<file path="config.mk">
export PLATFORM = sky130hd
export DESIGN_NAME = pong_sequencer_flat
export DESIGN_NICKNAME = d
export VERILOG_FILES = /design/src/rtl/pong_pkg.sv /design/src/rtl/pong_sequencer_if.sv /design/src/rtl/frame_tick_gen.sv /design/src/rtl/pong_sequencer.sv /design/src/flat_wrapper.sv
export SDC_FILE = /design/constraint.sdc
export NUM_CORES = 1
export LEC_CHECK = 0
export ABC_AREA = 1
export BUFFER_PORTS_ARGS = -buffer_cell sky130_fd_sc_hd__buf_2
export CAP_MARGIN = 20
export CORE_UTILIZATION = 35
export CTS_BUF_LIST = sky130_fd_sc_hd__clkbuf_2 sky130_fd_sc_hd__clkbuf_4 sky130_fd_sc_hd__clkbuf_8
export DETAILED_ROUTE_END_ITERATION = 6
export HOLD_SLACK_MARGIN = 0.12
export PLACE_DENSITY = 0.56
export SLEW_MARGIN = 5
export SYNTH_ARGS = -nofsm -noshare
export SYNTH_HDL_FRONTEND = slang
export SYNTH_SLANG_ARGS = --single-unit
</file>
<file path="constraint.sdc">
create_clock -name clk -period 2.4 [get_ports clk]
set_clock_uncertainty 0.05 [all_clocks]
set_input_delay 0.24 -clock clk [delete_from_list [all_inputs] [get_ports clk]]
set_output_delay 0.24 -clock clk [all_outputs]
set_load 0.02 [all_outputs]
</file>
<file path="src/rtl/pong_pkg.sv">
// Shared constants for the pong game controller.
//   - ST_* : sequencer state encoding (IDLE/SERVE/PLAY/OVER), visible on the
//            state output so checkers can bind to it directly.
//   - SCREEN_X_MAX / SCREEN_Y_MAX : last visible scan column/row on 800x600.
//   - COORD_W / SCORE_W : coordinate and score widths.
//   - sat_inc : saturating score increment.
package pong_pkg;

  localparam int COORD_W      = 11;
  localparam int SCORE_W      = 4;
  localparam int SCREEN_X_MAX = 799;
  localparam int SCREEN_Y_MAX = 599;

  localparam logic [1:0] ST_IDLE  = 2'd0;
  localparam logic [1:0] ST_SERVE = 2'd1;
  localparam logic [1:0] ST_PLAY  = 2'd2;
  localparam logic [1:0] ST_OVER  = 2'd3;

  // Scores stop at all-ones instead of wrapping back to zero.
  function automatic logic [SCORE_W-1:0] sat_inc(input logic [SCORE_W-1:0] s);
    return (s == '1) ? s : s + 1'b1;
  endfunction

endpackage

</file>
<file path="src/rtl/pong_sequencer_if.sv">
// Signal bundle between the game sequencer and its surroundings.
//   master : scan position, ball geometry and start button in; pulses,
//            scores, state and gameOver observed.
//   slave  : the sequencer side.
// Optional macro PONG_PAUSE_EN adds the pause input.
//
// Signalling: there is no valid/ready pair. X/Y/ballX/ballXSize/start are
// sampled every clock. widgetEnable and widgetReset are single-cycle,
// registered pulses that are never high together; consumers act on any
// cycle in which they are high and need not acknowledge them.
interface pong_sequencer_if;
  import pong_pkg::*;

  logic [COORD_W-1:0] X;
  logic [COORD_W-1:0] Y;
  logic [COORD_W-1:0] ballX;
  logic [8:0]         ballXSize;
  logic               start;
`ifdef PONG_PAUSE_EN
  logic               pause;
`endif
  logic               widgetEnable;
  logic               widgetReset;
  logic [SCORE_W-1:0] scoreLeft;
  logic [SCORE_W-1:0] scoreRight;
  logic [1:0]         state;
  logic               gameOver;

  modport master (
    output X, Y, ballX, ballXSize, start,
`ifdef PONG_PAUSE_EN
    output pause,
`endif
    input  widgetEnable, widgetReset, scoreLeft, scoreRight, state, gameOver
  );

  modport slave (
    input  X, Y, ballX, ballXSize, start,
`ifdef PONG_PAUSE_EN
    input  pause,
`endif
    output widgetEnable, widgetReset, scoreLeft, scoreRight, state, gameOver
  );

endinterface

</file>
<file path="src/rtl/frame_tick_gen.sv">
// Frame tick and movement strobe generator.
//   clk, reset : pixel clock, synchronous active-high reset
//   x, y       : current scan position
//   run        : divider advances on ticks only while high
//   clear      : synchronous divider clear (takes priority over run)
//   tick       : combinational, high while (x,y) == (FRAME_X,FRAME_Y)
//   move       : combinational, high on the tick that completes SPEED_DIV
//                running ticks
module frame_tick_gen
  import pong_pkg::*;
#(
  parameter int FRAME_X   = SCREEN_X_MAX,
  parameter int FRAME_Y   = SCREEN_Y_MAX,
  parameter int SPEED_DIV = 2
) (
  input  logic               clk,
  input  logic               reset,
  input  logic [COORD_W-1:0] x,
  input  logic [COORD_W-1:0] y,
  input  logic               run,
  input  logic               clear,
  output logic               tick,
  output logic               move
);

  localparam logic [3:0] DIV_LAST = 4'(SPEED_DIV - 1);

  logic [3:0] div_cnt;

  assign tick = (x == COORD_W'(FRAME_X)) && (y == COORD_W'(FRAME_Y));
  assign move = tick && run && (div_cnt == DIV_LAST);

  always_ff @(posedge clk) begin
    if (reset || clear) begin
      div_cnt <= 4'd0;
    end else if (tick && run) begin
      div_cnt <= (div_cnt == DIV_LAST) ? 4'd0 : div_cnt + 4'd1;
    end
  end

endmodule

</file>
<file path="src/rtl/pong_sequencer.sv">
// Pong game sequencer: serve/play/game-over control, scoring and widget
// movement gating for the 800x600 display.
//   clk, reset : pixel clock, synchronous active-high reset
//   bus        : pong_sequencer_if.slave (scan position, ball geometry,
//                start button; widgetEnable/widgetReset pulses, scores,
//                state, gameOver)
// Optional macro PONG_PAUSE_EN: adds bus.pause, which freezes the divider
// and score checks in PLAY and suppresses widgetEnable.
module pong_sequencer
  import pong_pkg::*;
#(
  parameter int FRAME_X      = SCREEN_X_MAX,
  parameter int FRAME_Y      = SCREEN_Y_MAX,
  parameter int SPEED_DIV    = 2,
  parameter int SERVE_FRAMES = 60,
  parameter int LEFT_LIMIT   = 0,
  parameter int RIGHT_LIMIT  = 799,
  parameter int WIN_SCORE    = 9
) (
  input  logic             clk,
  input  logic             reset,
  pong_sequencer_if.slave  bus
);

  localparam logic [15:0]        SERVE_LAST = 16'(SERVE_FRAMES - 1);
  localparam logic [SCORE_W-1:0] WIN        = SCORE_W'(WIN_SCORE);

  logic [1:0]         st;
  logic [SCORE_W-1:0] score_l;
  logic [SCORE_W-1:0] score_r;
  logic               w_en;
  logic               w_rst;
  logic [15:0]        serve_cnt;
  logic               startPrev;

  logic               startEdge;
  logic               paused;
  logic               run;
  logic               frame_tick;
  logic               move;
  logic               div_clear;
  logic               score_tick;
  logic [11:0]        ball_right;
  logic               hit_left;
  logic               hit_right;
  logic [SCORE_W-1:0] score_l_inc;
  logic [SCORE_W-1:0] score_r_inc;

`ifdef PONG_PAUSE_EN
  assign paused = bus.pause;
`else
  assign paused = 1'b0;
`endif

  assign startEdge  = bus.start && !startPrev;
  assign run        = (st == ST_PLAY) && !paused;
  // Divider restarts its phase every time play resumes after a serve.
  assign div_clear  = (st == ST_SERVE) && frame_tick && (serve_cnt == SERVE_LAST);
  assign score_tick = frame_tick && run;

  // 12-bit sum so a ball near the right edge cannot wrap to a small value.
  assign ball_right = {1'b0, bus.ballX} + {3'b000, bus.ballXSize};
  assign hit_left   = bus.ballX <= COORD_W'(LEFT_LIMIT);
  assign hit_right  = ball_right >= 12'(RIGHT_LIMIT);

  assign score_l_inc = sat_inc(score_l);
  assign score_r_inc = sat_inc(score_r);

  frame_tick_gen #(
    .FRAME_X   (FRAME_X),
    .FRAME_Y   (FRAME_Y),
    .SPEED_DIV (SPEED_DIV)
  ) u_tick (
    .clk   (clk),
    .reset (reset),
    .x     (bus.X),
    .y     (bus.Y),
    .run   (run),
    .clear (div_clear),
    .tick  (frame_tick),
    .move  (move)
  );

  always_ff @(posedge clk) begin
    if (reset) begin
      st        <= ST_IDLE;
      score_l   <= '0;
      score_r   <= '0;
      w_en      <= 1'b0;
      w_rst     <= 1'b0;
      serve_cnt <= 16'd0;
      // A button held through reset must not look like a fresh press.
      startPrev <= 1'b1;
    end else begin
      startPrev <= bus.start;
      w_en      <= 1'b0;
      w_rst     <= 1'b0;
      case (st)
        ST_IDLE, ST_OVER: begin
          if (startEdge) begin
            st        <= ST_SERVE;
            score_l   <= '0;
            score_r   <= '0;
            w_rst     <= 1'b1;
            serve_cnt <= 16'd0;
          end
        end
        ST_SERVE: begin
          if (frame_tick) begin
            if (serve_cnt == SERVE_LAST) begin
              st        <= ST_PLAY;
              serve_cnt <= 16'd0;
            end else begin
              serve_cnt <= serve_cnt + 16'd1;
            end
          end
        end
        ST_PLAY: begin
          // Left-edge check first: a ball spanning both limits scores right.
          // A scoring tick suppresses the move pulse so the reset pulse
          // never coincides with it.
          if (score_tick && hit_left) begin
            score_r   <= score_r_inc;
            w_rst     <= 1'b1;
            serve_cnt <= 16'd0;
            st        <= (score_r_inc == WIN) ? ST_OVER : ST_SERVE;
          end else if (score_tick && hit_right) begin
            score_l   <= score_l_inc;
            w_rst     <= 1'b1;
            serve_cnt <= 16'd0;
            st        <= (score_l_inc == WIN) ? ST_OVER : ST_SERVE;
          end else begin
            w_en <= move;
          end
        end
        default: st <= ST_IDLE;
      endcase
    end
  end

  assign bus.widgetEnable = w_en;
  assign bus.widgetReset  = w_rst;
  assign bus.scoreLeft    = score_l;
  assign bus.scoreRight   = score_r;
  assign bus.state        = st;
  assign bus.gameOver     = (st == ST_OVER);

endmodule

</file>
<file path="src/flat_wrapper.sv">
// flat-port wrapper written by rule: the top's interface ports become plain ports
module pong_sequencer_flat import pong_pkg::*;
#(
  parameter int FRAME_X      = SCREEN_X_MAX,
  parameter int FRAME_Y      = SCREEN_Y_MAX,
  parameter int SPEED_DIV    = 2,
  parameter int SERVE_FRAMES = 60,
  parameter int LEFT_LIMIT   = 0,
  parameter int RIGHT_LIMIT  = 799,
  parameter int WIN_SCORE    = 9
)
  (clk, reset, bus_X, bus_Y, bus_ballX, bus_ballXSize, bus_start, bus_widgetEnable, bus_widgetReset, bus_scoreLeft, bus_scoreRight, bus_state, bus_gameOver);
  pong_sequencer_if bus_i ();
  input  logic clk;
  input  logic reset;
  input wire logic [$bits(bus_i.X)-1:0] bus_X;
  input wire logic [$bits(bus_i.Y)-1:0] bus_Y;
  input wire logic [$bits(bus_i.ballX)-1:0] bus_ballX;
  input wire logic [$bits(bus_i.ballXSize)-1:0] bus_ballXSize;
  input wire logic [$bits(bus_i.start)-1:0] bus_start;
  output wire logic [$bits(bus_i.widgetEnable)-1:0] bus_widgetEnable;
  output wire logic [$bits(bus_i.widgetReset)-1:0] bus_widgetReset;
  output wire logic [$bits(bus_i.scoreLeft)-1:0] bus_scoreLeft;
  output wire logic [$bits(bus_i.scoreRight)-1:0] bus_scoreRight;
  output wire logic [$bits(bus_i.state)-1:0] bus_state;
  output wire logic [$bits(bus_i.gameOver)-1:0] bus_gameOver;
  assign bus_i.X = bus_X;
  assign bus_i.Y = bus_Y;
  assign bus_i.ballX = bus_ballX;
  assign bus_i.ballXSize = bus_ballXSize;
  assign bus_i.start = bus_start;
  assign bus_widgetEnable = bus_i.widgetEnable;
  assign bus_widgetReset = bus_i.widgetReset;
  assign bus_scoreLeft = bus_i.scoreLeft;
  assign bus_scoreRight = bus_i.scoreRight;
  assign bus_state = bus_i.state;
  assign bus_gameOver = bus_i.gameOver;
  pong_sequencer #(.FRAME_X(FRAME_X), .FRAME_Y(FRAME_Y), .SPEED_DIV(SPEED_DIV), .SERVE_FRAMES(SERVE_FRAMES), .LEFT_LIMIT(LEFT_LIMIT), .RIGHT_LIMIT(RIGHT_LIMIT), .WIN_SCORE(WIN_SCORE)) u_core (.clk(clk), .reset(reset), .bus(bus_i));
endmodule
</file>
# Yosys cells after proc, flatten, opt, wreduce, memory -nomap -nowiden
# Index checks and enable logic that the tools add are counted.
# word_totals
input_bits	45
output_inout_bits	13
ff_bits	33
elab_cells	79
# op_classes
muxes	27
reduce_logical	18
eq_ne	18
bitwise_logic	1
n_lt_le_gt_ge	2
addsub	5
# ops
cell	n
$mux W16	5
$pmux W16 S3	1
$mux W4	7
$eq A11 B10 Y1 const B	2
$add A16 B1 Y16 const B	1
$eq A16 B6 Y1 const B	1
$eq A4 B4 Y1 const B	4
$pmux W4 S2	2
$mux W2	7
$add A11 B9 Y12	1
$add A4 B1 Y4 const B	3
$ge A12 B10 Y1 const B	1
$le A11 B1 Y1 const B	1
$logic_and A1 B1 Y1	8
$ne A2 B2 Y1 const B	4
$reduce_and A4 Y1	2
$pmux W2 S3	1
$reduce_and A3 Y1	2
$eq A2 B2 Y1 const B	2
$eq A4 B1 Y1 const B	1
$ne A2 B1 Y1 const B	2
$reduce_or A4 Y1	1
$mux W1	3
$ne A3 B3 Y1 const B	1
8 further kinds	8

# Depth between registers and ports, before layout
# Gate-level depths: netlist of run 1.
# logic_depth
depth_word	7
mapped_depth	20
ltp_nobuf	20

# By module
# A second synthesis of run 1 with hierarchy kept.
# unflattened
hier_cells	475
area_unflattened_um2	2862.7
# modules_own_cells
module	seq_area_each_um2	n_inst	cells_per_inst	area_per_inst_um2
pong_sequencer	580.6	1	399	2454.9
frame_tick_gen	80.1	1	76	407.9

# Worst setup path after synthesis of run 1
# Ideal clock, no wire load.
# synth_timing
path_kind	input port to flip-flop
from	input bus_ballXSize[0]
to	register u_core.serve_cnt[11]
required_ns	2.279
n_path_buf	1
setup_ns	0.071
cell_stages	19
setup_slack_ns	0.229
arrival_ns	2.050
cell_sequence	ha_1 inv_1 fa_1 inv_1 nand2_1 nand2_2 nand3_2 nand2_1 nand3_1 nand2_1 nand3_1 o21ai_1 nand2_1 nand2_2 nand3_4 nand2_4 buf_12 nand2_2 a21oi_2
# synth_via
elab_chain_len	5
# synth_rtl
element	line_no	text
from (decl)	flat_wrapper.sv:19	input wire logic [$bits(bus_i.ballXSize)-1:0] bus_ballXSize;
$add A11 B9 Y12	pong_sequencer.sv:62	assign ball_right = {1'b0, bus.ballX} + {3'b000, bus.ballXSize};
$ge A12 B10 Y1	pong_sequencer.sv:64	assign hit_right = ball_right >= 12'(RIGHT_LIMIT);
$logic_and A1 B1 Y1	pong_sequencer.sv:127	end else if (score_tick && hit_right) begin
$ne A3 B3 Y1 (no line)	-	
$reduce_and A3 Y1 (no line)	-	
to (signal assigned)	pong_sequencer.sv:114	serve_cnt <= serve_cnt + 16'd1;
to (decl)	pong_sequencer.sv:33	logic [15:0] serve_cnt;
# Every way passes these cells.
# A chain may end at the register's enable or synchronous reset.

# Final worst setup path of run 1
# layout_timing
from	input bus_ballX[0]
to	register u_core.w_en (netlist: u_core.bus.widgetEnable)
# layout_via
elab_chain_len	4
elab_cells_between_ends	6
classes_between	1 x add/sub; 2 x order compare; 3 x reduce/logical
# layout_rtl
element	line_no	text
from (decl)	flat_wrapper.sv:18	input wire logic [$bits(bus_i.ballX)-1:0] bus_ballX;
$add A11 B9 Y12	pong_sequencer.sv:62	
$ge A12 B10 Y1	pong_sequencer.sv:64	
$logic_and A1 B1 Y1	pong_sequencer.sv:127	
$reduce_or A4 Y1 (no line) *	-	
to (signal assigned)	pong_sequencer.sv:133	w_en <= move;
to (decl)	pong_sequencer.sv:31	logic w_en;
# Every way passes the cells marked *; elsewhere a longest branch is shown, timed or not.

==> results of run 1 <==
==> where the power goes <==
part	leakage [uW]	switching (uW)	internal, uW	total (uW)
clock	0.0000453	207	228	435
sequential	0.000268	70.1	616	686
combinational	0.00125	638	395	1030
total	0.00156	916	1240	2150
==> placed cells by master (no fill, tap or decap), types with 13 or more instances in the layout <==
cell type,Yosys,routed
nand3_1,41,41
nand2_1,85,84
nand4_1,14,14
nor2_1,77,77
buf_2,3,57
dfxtp_1,33,33
ha_1,16,16
nand2_2,13,14
a21oi_1,16,16
inv_1,69,69
o21ai_0,13,13
==> timing repair <==
item	CTS	global route
hold endpoints to repair	1	0
buffers inserted	0	2
setup endpoints to repair	0	9
hold buffers	1	0
resized for setup	0	2
==> final cells by class <==
class                   instances  share of cell area (%)
inverters                      70                   7.689
well taps                     102                   3.735
multi-input cells             345                   55.14
clock buffers                   7                   2.453
clock inverters                 1                  0.2197
flip-flops and latches         33                   19.33
repair buffers                 69                   11.42
==> final timing paths <==
kind	to	slack, ns	cells past startpoint
worst min register to register	u_core.serve_cnt[15]$_SDFFE_PP0P_	0.44	2
worst max register to register	u_core.bus.state[1]$_SDFFE_PP0P_	0.38	9
worst max-delay path	u_core.bus.widgetEnable$_SDFF_PP0_	0.22	18
worst min-delay path	u_core.serve_cnt[2]$_SDFFE_PP0P_	0.36	2
==> synth_stat cells, types with 2 or more instances <==
library cell / n / share of area, %
nand2_1: 85 / 11
nor2_1: 77 / 10
inv_1: 69 / 9.1
nand3_1: 41 / 7.2
dfxtp_1: 33 / 23
a21oi_1: 16 / 2.8
ha_1: 16 / 7.0
nand4_1: 14 / 3.1
nand2_2: 13 / 2.9
o21ai_0: 13 / 2.3
a21oi_2: 12 / 3.7
nor3_1: 11 / 1.9
nor4_1: 11 / 2.4
xor2_1: 9 / 2.8
clkbuf_1: 5 / 0.66
a211oi_1: 4 / 1.1
nand3b_1: 4 / 1.1
buf_2: 3 / 0.53
o21ai_1: 2 / 0.35
xnor2_1: 2 / 0.61
==> metal layers <==
layer  routed length, um  vias up  GRT usage (%)
met5                   0        -              0
met4                  80        0          4.557
met3                 254        7          2.736
met2                3475       57          32.40
met1                3317     1351          21.13
li1                    -     1626              -
==> per-stage QoR <==
| stage | setup WS, ns | TNS (ns) |
|---|---|---|
| final | 0.2180 | 0 |
| after global routing | -0.0007334 | -0.0007334 |
| after CTS | 0.1861 | 0 |
| after detailed placement | -0.09809 | -0.8830 |
| after global placement | -0.006710 | -0.006710 |
| after floorplan | 0.2289 | 0 |
==> flip-flops by register name, indices dropped and copies added, names as in the netlist <==
signal / count
u_core.bus.scoreLeft: 4
u_core.bus.scoreRight: 4
u_core.startPrev: 1
u_core.bus.widgetEnable: 1
u_core.serve_cnt: 16
u_core.bus.state: 2
u_core.bus.widgetReset: 1
u_core.u_tick.div_cnt: 4
==> worst reg2reg max path, delay by kind of cell (launching register included) <==
| family | cells | cell delay [ns] |
|---|---|---|
| AO/OA/AOI/OAI | 2 | 0.26 |
| flip-flops | 1 | 0.42 |
| multiplexers | 1 | 0.27 |
| AND/OR/NAND/NOR | 5 | 0.75 |
| adder cells (fa/ha/maj) | 1 | 0.20 |
==> kinds of logic after synthesis <==
kind of cell,synth area share (%)
mux,0.3512
fa+ha+maj,7.726
simple gates,42.45
flops,23.18
compound gates,11.81
buf+inv,11.11
xor+xnor,3.380
==> results, run 1 <==
- The highest net fanout along the worst path is 10.
- The die covers 8508 um^2.
- Dividing the detail-routed wire length by the instance count gives 11.37 um.
- At the worst endpoint, the arrival time is 2.31 ns.
- The required time reported for the critical path endpoint is 2.53 ns.
- The area inside the core boundary is 7807 um^2.
- The initial antenna violation count came to 0.
- The finished cells cover 3417 um^2.
- The number of antenna diodes in the final layout is 0.
- The number of clock buffers added by TritonCTS is 5.
- During I/O placement, the number of pins put on the boundary was 58.
- The number of failing setup endpoints in the final timing report is 0.
- The area occupied by registers is 660.6 um^2.
- The tightest slew margin relative to the limit is 65.16%.
- The number of buffers and inverters on the critical path is 4.
- The clock tree buffer depth is 2.
- Derived from the worst setup path, the maximum achievable clock frequency is 0.4583 GHz.
- The first-iteration detailed-routing DRC count is 163.
- The number of placed instances, taps included, is 616.
- Power spread over the standard cell area amounts to 630.6 nW/um^2.
- The clock insertion delay at the later pin of the skew report is 0.29 ns.
- Clock-pin slew was measured on the worst setup and hold paths at 0.08 ns.
- The count of unique library cells instantiated by Yosys is 37.
- The final count of pins violating max slew was 0.
- The number of register bits inferred by synthesis is 33.
- The via count of the first global-routing pass is 2,841.
- In the synthesized netlist the dominant register cell turns out to be dfxtp_1.
- STA classifies the critical path endpoint as a register.
- IR analysis of the VDD net gives a maximum drop of 439.5 uV.
- The startpoint identified for the worst register-to-register timing path is u_core.bus.scoreLeft[0]$_SDFFE_PP0P_.
- The clock sink count is 33.
- The area of the multi-input gates is 1884 um^2.
- In the final design database the tool counted 586 nets.
- The critical path starts at bus_ballX[0].
- Setup repair after global routing could not meet its margin everywhere.
- The critical path goes through buf_2 -> ha_1 -> inv_1 -> fa_1 -> inv_1 -> nand2_1 -> nand2_2 -> nand3_2 -> nand2_1 -> nand3_1 -> nand2_1 -> nand3_1 -> o21ai_1 -> nand2_1 -> nand2_2 -> nand3_4 -> buf_4 -> nor4_1.
- The DRC violations left is 0.
- The kind of cell with the highest combined delay along the critical path is simple AND/OR/NAND/NOR gates.
- Fill cells in the final layout number 829.
- The half-perimeter wire length of the detailed placement result is 5.790 mm.
- The detail route stage leaves a number of antenna-violating nets equal to 0.
- The number of enable-type register cells in the synthesized netlist is 0.
- The type of the worst setup path is in -> reg.
- The post-route non-filler standard cell count is 627.
- Global routing consumed, over all layers together, 17.63% of the routing resources.
- The TritonCTS clock tree is done.
- The via density per instance is 4.850.
- The slew at the pin with the worst max-slew slack is 0.5226 ns.
- The global-route wire length before repair is 12.23 mm.
- The total congestion overflow is 0.
- The critical path's largest stage delay is 0.39 ns.
- For this design, the slowest cell found on the critical path is fa_1.
- The number of warnings printed during yosys synthesis is 0.
- Summed over all cells, the static leakage comes to 0.001564 uW.
- The part of the cycle the worst path needs is 90.92%.
- The total power of the final layout is 2155 uW.
- The flow ran to the end, and the final reports show no timing, DRC or antenna violations.
- The number of I/O port buffers is 57.
- The core utilization of the finished layout is 43.77%.
- The min-delay analysis places its worst path in the category in -> reg.
- The cell area that synthesis handed to floorplanning was 2850 um^2.
- The number of nets in the synthesized netlist is 519.
- The gate count after technology mapping is 457.
- After floorplanning, the core was divided into 32 placement rows.
- Once the floorplan was initialized, standard cells occupied 36.51% of the core.
- The overall via count from detail_route is 3,041.
- For this block, the routed nets add up to 7.127 mm of wire.
- The fraction of registers with async set or reset after synthesis is 0%.
- The layout-stage area growth over the synthesis result is 19.89%.
- The tree is rooted in a clkbuf_8.
- The mean area per synthesized cell is 6.237 um^2.
- The routability congestion estimate is 0.8814.
- The number of violations of the max-capacitance limit is 0.
- The first TritonRoute pass finished after 4 iterations.
- The number of H-tree branching levels is 2.
- The minimum hold slack is 0.3646 ns.
- The worst setup path is launched from an input pin.
- In this run the most critical hold path is launched from reset.
- The shortest period the worst path allows is 2.182 ns.
- The cell with the most instances on the worst path is nand2_1.
- The die height is 92.24 um.
- The placed cell area is 3289 um^2.
- The horizontal die dimension is 92.24 um.
- The portion of the post-synthesis area used by sequential elements is 23.18%.
- The number of failing hold endpoints at the final stage is 0.
- Entering global routing, the biggest net connects 20 pins.
- Of the cells placed in the final design, the portion with a size suffix greater than 1 is 20.76%.
Note: power is estimated with default switching activity, not from simulation.
==> run 2, diff against run 1 <==
Settings changed: CELL_PAD_IN_SITES_DETAIL_PLACEMENT set to 1, CELL_PAD_IN_SITES_GLOBAL_PLACEMENT set to 1, PLACE_DENSITY 0.56 to 0.76.
==> run 2 against run 1 <==
Net effect: wire length rose by 31%; critical path depth up 1; die area is the same; count of clock-buffer cells in the layout decreased by 2; first-iteration DRC count fell by 52%; cell count grew 0.48%; critical path type unchanged; global-route usage up 4.1 points; largest power group unchanged.
==> results, run 2 (synthesized netlist as in run 1, its figures left out) <==
- The area inside the core boundary came to 7807 um^2 (unchanged).
- The number of I/O port buffers is 57 (unchanged).
- The highest net fanout along the worst path is 12 (was 10).
- The placed cell area is 3277 um^2 (was 3289 um^2).
- The DRC violations left is 0 (unchanged).
- The kind of capture point of the worst setup path is a register (unchanged).
- The horizontal die dimension is 92.24 um (unchanged).
- The number of H-tree branching levels is 2 (unchanged).
- The clock buffer count from CTS is 5 (unchanged).
- The fraction of layout cells with a size suffix above 1 is 21.59% (was 20.76%).
- The tightest slew margin relative to the limit is 62.68% (was 65.16%).
- The clock input transition at the sequential cells of the worst setup and hold paths was 0.08 ns (about the same).
- The full die area is 8508 um^2 (unchanged).
- The required time reported for the critical path endpoint came to 2.57 ns (was 2.53 ns).
- The total congestion overflow is 0 (unchanged).
- The minimum hold slack is 0.3607 ns (was 0.3646 ns).
- The critical path's largest stage delay came to 0.33 ns (was 0.39 ns).
- The cell with the most instances on the worst path is nand2_1 (unchanged).
- The number of fill cells is 1,093 (was 829).
- The TritonCTS clock tree is done (unchanged).
- The average wire per cell in the routed design came to 14.77 um (was 11.37 um).
- The path length in cells of the critical path is 19 (was 18).
- The shortest period the worst path allows is 2.238 ns (was 2.182 ns).
- The global-route wire length before repair came to 14.92 mm (was 12.23 mm).
- The worst endpoint data arrival time was 2.41 ns (was 2.31 ns).
- The via count of the first global-routing pass was 3,289 (was 2,841).
- The number of diodes added for antenna fixing was 0 (unchanged).
- The clock tree buffer depth is 2 (unchanged).
- The initial antenna violation count came to 0 (unchanged).
- The maximum ir drop on the vdd rail is 562.4 uV (was 439.5 uV).
- The most common cell after layout, fill and taps aside is nand2_1 (unchanged).
- The number of failing setup endpoints in the final timing report is 0 (unchanged).
- The slew at the pin with the worst max-slew slack is 0.5561 ns (was 0.5226 ns).
- The number of violations of the max-capacitance limit is 0 (unchanged).
- The type of the worst setup path is in -> reg (unchanged).
- The leakage power summed over all cells is 0.001582 uW (was 0.001564 uW).
- The design area was 3456 um^2 (was 3417 um^2).
- The clock insertion delay at the later pin of the skew report is 0.29 ns (about the same).
- The gate family responsible for the most delay along the worst path was simple AND/OR/NAND/NOR gates (unchanged).
- The via density per instance is 5.187 (was 4.850).
- The routability congestion estimate is 0.9192 (was 0.8814).
- The cell with the largest stage delay on the worst path is fa_2 (was fa_1).
- Commonest non-fill, non-tap cells in the layout: 84 x nand2_1, 77 x nor2_1, 69 x inv_1 (unchanged).
- The effective utilization at floorplan was 36.51% (unchanged).
- Crit path cell chain: buf_2 -> ha_2 -> inv_1 -> fa_2 -> inv_1 -> nand2_1 -> nand2_2 -> nand3_2 -> nand2_1 -> nand3_1 -> nand2_1 -> buf_4 -> o21ai_1 -> nand2_1 -> nand2_2 -> nand3_4 -> buf_4 -> nand3_1 -> a21oi_2 (was buf_2 -> ha_1 -> inv_1 -> fa_1 -> inv_1 -> nand2_1 -> nand2_2 -> nand3_2 -> nand2_1 -> nand3_1 -> nand2_1 -> nand3_1 -> o21ai_1 -> nand2_1 -> nand2_2 -> nand3_4 -> buf_4 -> nor4_1).
- The overall via count from detail_route is 3,268 (was 3,041).
- The routed wire length is 9.304 mm (was 7.127 mm).
- The number of cells on the worst reg-to-reg path is 8 (was 9).
- The final net count is 589 (was 586).
- The category of the worst setup path launch point is an input pin (unchanged).
- The power density over cell area is 651.5 nW/um^2 (was 630.6 nW/um^2).
- The clock tree root driver cell is clkbuf_8 (unchanged).
- Outcome: finished clean (unchanged).
- The total routing usage reported by global routing is 21.72% (was 17.63%).
- The layout-stage area growth over the synthesis result is 21.25% (was 19.89%).
- The final count of pins violating max slew is 0 (unchanged).
- The timing-limited maximum frequency is 0.4467 GHz (was 0.4583 GHz).
- The hold path depth is 2 (unchanged).
- The first-pass detailed-route iteration total is 4 (unchanged).
- The number of flip-flops in the largest register came to 16 (unchanged).
- The clock sink count is 33 (unchanged).
- The count of standard-cell rows is 32 (unchanged).
- The number of top-level design ports is 58 (unchanged).
- The part of the cycle the worst path needs is 93.27% (was 90.92%).
- The die height came to 92.24 um (unchanged).
- The kind of path behind the tightest hold check is in -> reg (unchanged).
- The sum of buffers and inverters on the critical path is 5 (was 4).
- The number of failing hold endpoints at the final stage is 0 (unchanged).
- The first-iteration detailed-routing DRC count was 78 (was 163).
- The half-perimeter wire length of the detailed placement result is 7.241 mm (was 5.790 mm).
- The summed negative setup slack over all endpoints is 0 ns (unchanged).
- The register name with the most flops is u_core.serve_cnt (unchanged).
- The largest net degree at the start of global routing came to 20 (unchanged).
- The number of nets with antenna violations after detailed routing is 0 (unchanged).
[run 2: changes by cell type in the layout (fill, tap and decap cells not counted), sizes merged]
cell and delta:
clkbuf -2, clkinv +2, nand2 +1, buf +2
[run 2: where the power goes]
| group | switching, uW | leakage (uW) | internal [uW] |
|---|---|---|---|
| combinational | 715 | 0.00127 | 424 |
| sequential | 78.5 | 0.000268 | 616 |
| clock | 218 | 0.0000439 | 200 |
[run 2: timing repair]
action	4_1_cts	5_1_grt
hold buffers	1	0
hold endpoints to repair	1	0
gates resized for setup	0	4
setup buffers	0	4
endpoints found under the setup margin	0	13
[run 2: layer usage]
| layer | share of wire (%) | vias up | wire length (um) | GRT usage (%) |
|---|---|---|---|---|
| li1 | - | 1633 | - | - |
| met1 | 45 | 1562 | 4178 | 26.83 |
| met2 | 51 | 67 | 4744 | 40.17 |
| met3 | 3.2 | 6 | 298 | 2.570 |
| met4 | 0.88 | 0 | 82 | 4.297 |
| met5 | 0 | - | 0 | 0 |
[run 2: layout make-up]
class,count,area (um^2),area share (%)
Multi-Input combinational cell,346,1901,55.00
Inverter,70,262.8,7.603
Clock buffer,5,68.82,1.991
Timing Repair Buffer,71,417.9,12.09
Clock inverter,3,17.52,0.5069
Tap cell,102,127.6,3.693
Sequential cell,33,660.6,19.12
[run 2: through the flow]
step                worst slack [ns]  power, uW  utilization, %  std cells
floorplan                     0.2289       1406               -        457
finish                        0.1615       2251           44.26        630
CTS                          0.08784       2103           43.21        625
global route                -0.01969       2421           44.26        630
detailed placement           -0.1974       1681           41.97        616
global placement            -0.05729       1644           41.97        616
[run 2: worst paths after layout]
| kind | endpoint | start | slack [ns] |
|---|---|---|---|
| worst min register to register | u_core.serve_cnt[7]$_SDFFE_PP0P_ | u_core.serve_cnt[7]$_SDFFE_PP0P_ | 0.46 |
| worst min-delay path | u_core.serve_cnt[6]$_SDFFE_PP0P_ | reset | 0.36 |
| worst max-delay path | u_core.serve_cnt[8]$_SDFFE_PP0P_ | bus_ballX[0] | 0.16 |
| worst max register to register | u_core.serve_cnt[8]$_SDFFE_PP0P_ | u_core.bus.state[0]$_SDFFE_PP0P_ | 0.27 |
